$ cat src/rtl/pipeline_hazard_ctrl_pkg.sv
// Shared pipeline definitions for the hazard/branch sequencer: state encoding,
// register indices and the front-end control word with its NOP/reset value.
package pipeline_hazard_ctrl_pkg;

    localparam int REG_W_DEF = 4;
    localparam int PC_IDX    = 15;
    localparam int LR_IDX    = 14;

    typedef enum logic [1:0] {
        RUN   = 2'd0,
        FLUSH = 2'd1,
        HOLD  = 2'd2
    } state_t;

    typedef struct packed {
        logic pc_ld;
        logic pc_sel;
        logic ifid_ld;
        logic ifid_flush;
        logic idex_bubble;
        logic pipe_hold;
        logic lr_wr;
    } ctrl_t;

    localparam ctrl_t CTRL_IDLE = '{default: 1'b0};

    // Front end parked: IF/ID cleared, ID/EX gets NOP controls, nothing advances.
    localparam ctrl_t CTRL_NOP = '{pc_ld: 1'b0, pc_sel: 1'b0, ifid_ld: 1'b0,
                                   ifid_flush: 1'b1, idex_bubble: 1'b1,
                                   pipe_hold: 1'b0, lr_wr: 1'b0};

endpackage

$ cat src/rtl/pipeline_hazard_ctrl_hazard_detect.sv
// Combinational load-use compare between the EX load destination and the
// ID-stage source registers. A PC destination never creates a hazard.
module hazard_detect
    import pipeline_hazard_ctrl_pkg::*;
#(
    parameter int REG_W = REG_W_DEF
) (
    input  logic             ex_load,
    input  logic [REG_W-1:0] ex_rd,
    input  logic [REG_W-1:0] id_rn,
    input  logic [REG_W-1:0] id_rm,
    input  logic             id_use_rn,
    input  logic             id_use_rm,
    output logic             load_use
);

    logic rn_hit;
    logic rm_hit;

    assign rn_hit   = id_use_rn && (id_rn == ex_rd);
    assign rm_hit   = id_use_rm && (id_rm == ex_rd);
    assign load_use = ex_load && (ex_rd != REG_W'(PC_IDX)) && (rn_hit || rm_hit);

endmodule

$ cat src/rtl/pipeline_hazard_ctrl.sv
// Hazard and branch sequencer for the five-stage pipeline front end.
// Optional HAZ_STATS_EN adds saturating stall/flush statistics outputs.
//
// state | meaning
// RUN   | normal issue; load-use stalls and taken branches resolved here
// FLUSH | wrong-path slots after a taken branch being cleared from IF/ID
// HOLD  | data memory busy, whole pipe frozen; may carry a pending branch
module pipeline_hazard_ctrl
    import pipeline_hazard_ctrl_pkg::*;
#(
    parameter int FLUSH_CYCLES = 1,
    parameter int REG_W        = REG_W_DEF
) (
    input  logic             clk,
    input  logic             rst_n,
    input  logic             t_address,
    input  logic             bl_reg,
    input  logic             ex_load,
    input  logic [REG_W-1:0] ex_rd,
    input  logic [REG_W-1:0] id_rn,
    input  logic [REG_W-1:0] id_rm,
    input  logic             id_use_rn,
    input  logic             id_use_rm,
    input  logic             mem_busy,
    output logic             pc_ld,
    output logic             pc_sel,
    output logic             ifid_ld,
    output logic             ifid_flush,
    output logic             idex_bubble,
    output logic             pipe_hold,
`ifdef HAZ_STATS_EN
    output logic [15:0]      stall_cnt,
    output logic [15:0]      flush_cnt,
`endif
    output logic             lr_wr
);

    localparam logic [2:0] FLUSH_INIT = 3'(FLUSH_CYCLES - 1);

    state_t     state_q, state_d;
    logic [2:0] cnt_q, cnt_d;
    logic       pend_take_q, pend_take_d;
    logic       pend_bl_q, pend_bl_d;
    logic       ret_flush_q, ret_flush_d;
    logic       load_use;
    logic       br_go;
    logic       br_link;
    ctrl_t      ctrl;

    hazard_detect #(.REG_W(REG_W)) u_hazard_detect (
        .ex_load   (ex_load),
        .ex_rd     (ex_rd),
        .id_rn     (id_rn),
        .id_rm     (id_rm),
        .id_use_rn (id_use_rn),
        .id_use_rm (id_use_rm),
        .load_use  (load_use)
    );

    always_ff @(posedge clk) begin
        if (!rst_n) begin
            state_q     <= RUN;
            cnt_q       <= '0;
            pend_take_q <= 1'b0;
            pend_bl_q   <= 1'b0;
            ret_flush_q <= 1'b0;
        end else begin
            state_q     <= state_d;
            cnt_q       <= cnt_d;
            pend_take_q <= pend_take_d;
            pend_bl_q   <= pend_bl_d;
            ret_flush_q <= ret_flush_d;
        end
    end

    always_comb begin
        ctrl        = CTRL_IDLE;
        state_d     = state_q;
        cnt_d       = cnt_q;
        pend_take_d = pend_take_q;
        pend_bl_d   = pend_bl_q;
        ret_flush_d = ret_flush_q;
        br_go       = 1'b0;
        br_link     = 1'b0;

        if (mem_busy) begin
            ctrl.pipe_hold = 1'b1;
            if (state_q != HOLD) begin
                state_d     = HOLD;
                ret_flush_d = (state_q == FLUSH);
                if (state_q == RUN && t_address) begin
                    pend_take_d = 1'b1;
                    pend_bl_d   = bl_reg;
                end
            end
        end else if (state_q == HOLD && pend_take_q) begin
            br_go       = 1'b1;
            br_link     = pend_bl_q;
            pend_take_d = 1'b0;
            pend_bl_d   = 1'b0;
        end else if (state_q == FLUSH || (state_q == HOLD && ret_flush_q)) begin
            // Counter is frozen while held, so a released FLUSH resumes its slot count.
            ctrl.pc_ld      = 1'b1;
            ctrl.ifid_flush = 1'b1;
            cnt_d           = cnt_q - 3'd1;
            state_d         = (cnt_q == 3'd1) ? RUN : FLUSH;
        end else if (load_use) begin
            ctrl.idex_bubble = 1'b1;
            state_d          = RUN;
        end else if (t_address) begin
            br_go   = 1'b1;
            br_link = bl_reg;
        end else begin
            ctrl.pc_ld   = 1'b1;
            ctrl.ifid_ld = 1'b1;
            state_d      = RUN;
        end

        if (br_go) begin
            ctrl.pc_ld      = 1'b1;
            ctrl.pc_sel     = 1'b1;
            ctrl.ifid_flush = 1'b1;
            ctrl.lr_wr      = br_link;
            if (FLUSH_CYCLES > 1) begin
                state_d = FLUSH;
                cnt_d   = FLUSH_INIT;
            end else begin
                state_d = RUN;
            end
        end

        if (!rst_n) begin
            ctrl = CTRL_NOP;
        end
    end

    assign pc_ld       = ctrl.pc_ld;
    assign pc_sel      = ctrl.pc_sel;
    assign ifid_ld     = ctrl.ifid_ld;
    assign ifid_flush  = ctrl.ifid_flush;
    assign idex_bubble = ctrl.idex_bubble;
    assign pipe_hold   = ctrl.pipe_hold;
    assign lr_wr       = ctrl.lr_wr;

`ifdef HAZ_STATS_EN
    logic [15:0] stall_q;
    logic [15:0] flush_q;

    always_ff @(posedge clk) begin
        if (!rst_n) begin
            stall_q <= '0;
            flush_q <= '0;
        end else begin
            if (ctrl.idex_bubble && stall_q != 16'hFFFF) stall_q <= stall_q + 16'd1;
            if (ctrl.ifid_flush && flush_q != 16'hFFFF)  flush_q <= flush_q + 16'd1;
        end
    end

    assign stall_cnt = stall_q;
    assign flush_cnt = flush_q;
`else
    // Statistics build option off: no counters exist.
`endif

endmodule

$ cat config.mk
export PLATFORM = sky130hd
export DESIGN_NAME = pipeline_hazard_ctrl
export DESIGN_NICKNAME = d
export VERILOG_FILES = /design/src/rtl/pipeline_hazard_ctrl_pkg.sv /design/src/rtl/pipeline_hazard_ctrl_hazard_detect.sv /design/src/rtl/pipeline_hazard_ctrl.sv
export SDC_FILE = /design/constraint.sdc
export NUM_CORES = 1
export LEC_CHECK = 0
export CAP_MARGIN = 25
export CORE_UTILIZATION = 43
export DETAILED_ROUTE_END_ITERATION = 10
export PLACE_DENSITY = 0.83
export SETUP_SLACK_MARGIN = 0.3
export SKIP_CTS_REPAIR_TIMING = 1
export SLEW_MARGIN = 20
export SYNTH_ARGS = -nofsm -noshare
export SYNTH_HDL_FRONTEND = slang
export SYNTH_SLANG_ARGS = --single-unit
$ cat constraint.sdc
create_clock -name clk -period 2.2 [get_ports clk]
set_clock_uncertainty 0.05 [all_clocks]
set_input_delay 0.44 -clock clk [delete_from_list [all_inputs] [get_ports clk]]
set_output_delay 0.44 -clock clk [all_outputs]
set_load 0.02 [all_outputs]
==> results.ini, run 1 <==
[run_status]
status = complete, no violations

[sta]
fin_crit_sh_pct = 99.0
grt_setup_unrepaired = true
hold_slack_ns = 0.451
hold_viol_final = 0
max_freq_mhz = 459
slew_headroom_pct = 76.0
tightest_slew_ns = 0.359
layout_setup_ws_ns = 0.0220
final.min_clock_period_ns = 2.18
report.final.slew_viol_count = 0
tns_ns = 0
setup_viol = 0

[synth]
synth-edff-count = 0
yosysUniqueCellTypes = 33
yosys_register_bits = 8
syn_inst = 70
synthArstFlopShare_pct = 0
synth_most_common_cell = dfxtp_1
syn_nets = 92
synth_seq_area_share_pct = 26.7
synth-main-ff-cell = dfxtp_1
netlist_area_um2 = 601
syn_avg_cell_area_um2 = 8.58
synth_largest_area_cell = dfxtp_1
synth.area.top_cells = dfxtp_1 (27%), xor2_1 (10%), xnor2_1 (4.4%), ha_1 (4.2%), nor2b_1 (4.2%)
synth_warnings = 0
ys_top_cells_by_count = dfxtp_1 (8), xor2_1 (7), nand2_1 (5)
synth_top_area_share_pct = 26.7

[power_and_ir_drop]
power_leakage_nw = 0.572
peakVddDrop_uv = 353
pwr-share-comb_pct = 35.3
swShare_pct = 27.9
clockPowerShare_pct = 26.7
p_seq_share_pct = 38.0
intPower_mw = 0.288
cellPowerDensity_mw_per_mm2 = 353
p_switching_mw = 0.111

[placed_design]
dp.cells = 120
pre_cts_ws_ns = -0.767
post_dp_cell_area_um2 = 962
dp_hpwl_mm = 1.21
port_buffers = 26
gp_congestion = 0.794

[global_route]
grt_max_degree = 11
grt_pass1_vias = 527
antenna_found_initial = 0
grt_pass1_wl_mm = 2.21
grt-ovfl-total = 0
globalRouteTotalUtil_pct = 20.8

[worst_setup_path]
path_cells = buf_6, nand4_1, nand4_1, nor4_4, nor2_4, a41o_1, buf_4
cp_max_fo = 5
cp.required_ns = 1.71
critPathSlowestCell = nor4_4
arrival_ns = 1.69
cpPeakStageDelay_ns = 0.34
crit_path_start_kind = input pin
crit_top_cell = nand4_1
path_class = input pin to primary output
crit_path_end_kind = primary output

[route]
via_per_inst = 5.73
drt_iter0_markers = 23
remaining_drc_errors = 0
drt_first_pass_iters = 4
wl_per_cell_um = 16.6
ant_nets = 0
drt-total-wl_mm = 2.04
vias = 705

[cts]
clock-sinks = 8
root_buffer = clkbuf_4
cts_tree = built
clockBufferDepth = 2
cts_htree_levels = 1
path_clk_slew_ns = 0.05
clkLatencyLatePin_ns = 0.25
cts_buffers = 3

[final_layout]
fillers = 67
design_area_mm2 = 0.00113
area_delta_synth_final_pct = 88.1
layout.nets = 132
drive_gt1_share_pct = 43.5
antennaDiodeCount = 0
fin_cells = 123

[floorplan]
start_util_pct = 46.2
fp.dieW_um = 39.4
die_h_um = 39.4
rows = 13
core_mm2 = 0.00130
die-area_mm2 = 0.00155
ioPinCount = 27

[min_path]
hp-class = flip-flop to flip-flop

[flow_run]
maxCapViolations = 0

worst max-delay path, delay by kind of cell:
kind | cells | cell delay (ns)
AOI/OAI and AO/OA | 1 | 0.27
buffers and inverters | 2 | 0.27
and+or+nand+nor | 4 | 0.69
sequential cells by signal, indices dropped and copies added (netlist names):
name	flops
cnt_q	3
pend_bl_q	1
ret_flush_q	1
pend_take_q	1
state_q	2
cell usage in the layout (no fill, tap or decap), types with 3 or more instances in the layout:
cell type       synthesis  final
buf_4                   0     13
dlymetal6s2s_1          0     12
buf_6                   0      8
xor2_2                  0      6
dfxtp_1                 8      6
nand2_1                 5      5
nor2b_1                 4      4
inv_1                   4      3
nand4_1                 3      3
and2_1                  3      3
clkbuf_4                0      3
power groups by stage:
stage          clock network (mW)  logic, mW  registers (mW)
2_1_floorplan                   0     0.0470           0.153
3_3_place_gp                    0      0.115           0.154
3_5_place_dp                    0      0.116           0.154
4_1_cts                     0.113      0.117           0.151
5_1_grt                     0.120      0.148           0.152
6_report                    0.107      0.141           0.152
cell families (layout without fill, tap and decap cells):
kind of cell	count (synthesis)	count (layout)	share of synthesized area [%]
simple gates	31	31	33.5
compound gates	14	14	17.9
xor+xnor	10	10	14.6
flops	8	8	26.7
buf+inv	5	43	3.12
fa+ha+maj	2	2	4.17
cell type report:
class	instances	area, um^2	area share, %
timing repair buffer	36	373	33.0
inverter	4	15.0	1.33
tap	15	18.8	1.66
multi-input combinational	57	538	47.6
clock buffer	3	22.5	1.99
sequential	8	163	14.4
final timing paths:
| path | start | end | slack, ns | depth (start not counted) |
|---|---|---|---|---|
| worst max-delay path | ex_rd[3] | lr_wr | 0.02 | 7 |
| worst min register to register | cnt_q[1] | cnt_q[1] | 0.45 | 1 |
| worst max register to register | state_q[1] | pend_bl_q | 0.83 | 6 |
| worst min-delay path | cnt_q[1] | cnt_q[1] | 0.45 | 1 |
per-layer routing:
layer / up-vias / share of wire [%] / global-route usage [%]
met1: 321 / 41 / 27.6
met5: - / 0 / 0
met3: 14 / 7.9 / 3.98
met2: 47 / 47 / 32.9
li1: 323 / - / -
met4: 0 / 4.6 / 7.76
stage by stage:
stage	total power, mW	utilization (%)
after detailed placement	0.270	73.9
after floorplan	0.200	-
final	0.399	86.8
after global routing	0.420	86.8
after global placement	0.268	73.9
after CTS	0.380	75.7
No activity file was read; power rests on OpenSTA's default activity.
==> run 2, diff against run 1 <==
--- a/config.mk
+++ b/config.mk
@@ -7,6 +7,7 @@
 export LEC_CHECK = 0
 export CAP_MARGIN = 25
 export CORE_UTILIZATION = 43
+export CTS_CLUSTER_SIZE = 40
 export DETAILED_ROUTE_END_ITERATION = 10
 export PLACE_DENSITY = 0.83
 export SETUP_SLACK_MARGIN = 0.3
==> results of run 2 <==
No change in the layout: final DEF, timing and power equal those of run 1.
==> run 3, diff against run 2 <==
--- a/config.mk
+++ b/config.mk
@@ -6,7 +6,7 @@
 export NUM_CORES = 1
 export LEC_CHECK = 0
 export CAP_MARGIN = 25
-export CORE_UTILIZATION = 43
+export CORE_UTILIZATION = 44
 export CTS_CLUSTER_SIZE = 40
 export DETAILED_ROUTE_END_ITERATION = 10
 export PLACE_DENSITY = 0.83
@@ -15,4 +15,5 @@
 export SLEW_MARGIN = 20
 export SYNTH_ARGS = -nofsm -noshare
 export SYNTH_HDL_FRONTEND = slang
+export SYNTH_HIERARCHICAL = 1
 export SYNTH_SLANG_ARGS = --single-unit
==> run 3 against run 2 <==
Largest power group is now combinational logic. First-iteration DRC count rose to 2.8 times the previous value. Via count grew 32%. The run now ends with setup timing left. Utilization is 4.3 points higher. Highest routed layer unchanged. Global-route usage grew 10 points. Critical path depth is 2 higher. Total power grew 7.2%.
==> results.ini, run 3 <==
[run_status]
status = finished, violations left
violations = setup timing

[final_layout]
layout.nets = 157
antennaDiodeCount = 0
final_common_cell = buf_4
multi_input_area_um2 = 568
fin_cells = 148
regArea_um2 = 164
regMostFlops = cnt_q
drive_gt1_share_pct = 50.4
design_area_mm2 = 0.00121
area_delta_synth_final_pct = 88.9
top_regs = cnt_q: 3 flops, state_q: 2 flops
largest_reg_flops = 3
fillers = 56
most-common-layout-cells = buf_4 (25), clkbuf_2 (9), nand2_1 (7), dfxtp_1 (7)

[route]
remaining_drc_errors = 0
ant_nets = 0
wl_per_cell_um = 19.4
via_per_inst = 6.30
drt_first_pass_iters = 5
vias = 932
drt_iter0_markers = 65
drt-total-wl_mm = 2.87

[cts]
path_clk_slew_ns = 0.06
cts_buffers = 3
clock-sinks = 8
cts_htree_levels = 1
root_buffer = clkbuf_4
clockBufferDepth = 2
cts_tree = built
clkLatencyLatePin_ns = 0.26

[sta]
slew_headroom_pct = 72.0
grt_setup_unrepaired = true
hold_slack_ns = 0.496
hold_viol_final = 0
setup_viol = 1
final.min_clock_period_ns = 2.27
tns_ns = -0.0665
tightest_slew_ns = 0.417
max_freq_mhz = 441
report.final.slew_viol_count = 0
layout_setup_ws_ns = -0.0665
fin_crit_sh_pct = 103

[floorplan]
core_mm2 = 0.00133
fp.dieW_um = 40.2
ioPinCount = 27
die_h_um = 40.2
rows = 13
die-area_mm2 = 0.00162
start_util_pct = 48.2

[synth]
yosys_register_bits = 8
synth_warnings = 6
syn_nets = 104
syn_avg_cell_area_um2 = 7.84
synth-edff-count = 0
synth-main-ff-cell = dfxtp_1
synth.area.top_cells = dfxtp_1 (25%), xor2_1 (8.2%), nand4bb_1 (7.0%), nand2_1 (4.1%), a21oi_1 (3.9%)
synth_top_area_share_pct = 24.9
ys_top_cells_by_count = dfxtp_1 (8), nand2_1 (7), inv_1 (6), xor2_1 (6)
netlist_area_um2 = 643
syn_inst = 82
synth_largest_area_cell = dfxtp_1
synth_most_common_cell = dfxtp_1
synth_seq_area_share_pct = 24.9
yosysUniqueCellTypes = 35
synthArstFlopShare_pct = 0

[worst_setup_path]
cpPeakStageDelay_ns = 0.38
crit_top_cell = buf_6
cp_max_fo = 2
path_class = input pin to primary output
crit_path_start_kind = input pin
crit_path_end_kind = primary output
cp.required_ns = 1.71
critPathSlowestCell = or3_4
arrival_ns = 1.78
path_cells = buf_8, buf_6, xnor2_4, nand3_2, a21oi_2, nand2b_4, or3_4, a31oi_4, buf_6

[min_path]
hp-class = flip-flop to flip-flop

[power_and_ir_drop]
power_leakage_nw = 0.574
peakVddDrop_uv = 300
p_total_mw = 0.428
cellPowerDensity_mw_per_mm2 = 352

[flow_run]
maxCapViolations = 0

[global_route]
grt_max_degree = 10
grt_pass1_wl_mm = 3.31
globalRouteTotalUtil_pct = 31.3
antenna_found_initial = 0
grt-ovfl-total = 0
grt_pass1_vias = 787

[placed_design]
port_buffers = 26
post_dp_cell_area_mm2 = 0.00111
dp.cells = 144
gp_congestion = 0.878
dp_hpwl_mm = 1.85

## run 3: changes by cell type after synthesis, sizes merged, moves of 3 or more
cell / before / now
nand3: 1 / 5
inv: 4 / 7
and2: 3 / 0
nand4bb: 1 / 4
a21oi: 2 / 6
nor2b: 4 / 1
## run 3: cells by family (layout without fill, tap and decap cells)
logic type	after synthesis	count (layout)	share of synthesized area (%)
buf+inv	9	60	5.45
xor+xnor	8	8	10.9
fa+ha+maj	2	2	3.89
compound gates	18	18	20.2
flops	8	8	24.9
simple gates	37	37	34.6
## run 3: worst max-delay path: cells and delay by family
| kind | cells | cell delay [ns] |
|---|---|---|
| simple gates | 3 | 0.62 |
| compound gates | 2 | 0.24 |
| buf+inv | 3 | 0.35 |
| xor+xnor | 1 | 0.12 |
## run 3: final timing paths
check	from	end	slack [ns]	cells past startpoint
worst max register to register	state_q[0]	cnt_q[2]	0.55	4
worst max-delay path	ex_rd[2]	pc_sel	-0.07	9
worst min register to register	cnt_q[1]	cnt_q[1]	0.50	1
worst min-delay path	cnt_q[1]	cnt_q[1]	0.50	1
## run 3: where the power goes
group | internal [mW] | total, mW | switching (mW)
sequential | 0.148 | 0.150 | 0.00277
combinational | 0.0835 | 0.161 | 0.0778
clock | 0.0627 | 0.116 | 0.0536
total | 0.294 | 0.428 | 0.134
## run 3: cell type report
class / instances / area share (%)
timing repair buffer: 50 / 34.2
clock buffer: 3 / 1.85
multi-input combinational: 65 / 46.8
sequential: 8 / 13.5
inverter: 7 / 2.16
tap: 15 / 1.54
## run 3: metal layers
| layer | vias up | part of all wire, % | track usage (%) |
|---|---|---|---|
| li1 | 403 | - | - |
| met1 | 442 | 37 | 35.5 |
| met2 | 69 | 50 | 53.6 |
| met3 | 18 | 8.4 | 10.6 |
| met4 | 0 | 4.7 | 11.7 |
| met5 | - | 0 | 0 |
## run 3: through the flow
step / worst slack (ns) / utilization [%]
floorplan: 0.151 / -
global placement: -0.891 / 83.3
detailed placement: -0.947 / 83.3
CTS: -0.947 / 85.0
global route: -0.107 / 91.1
finish: -0.0665 / 91.1
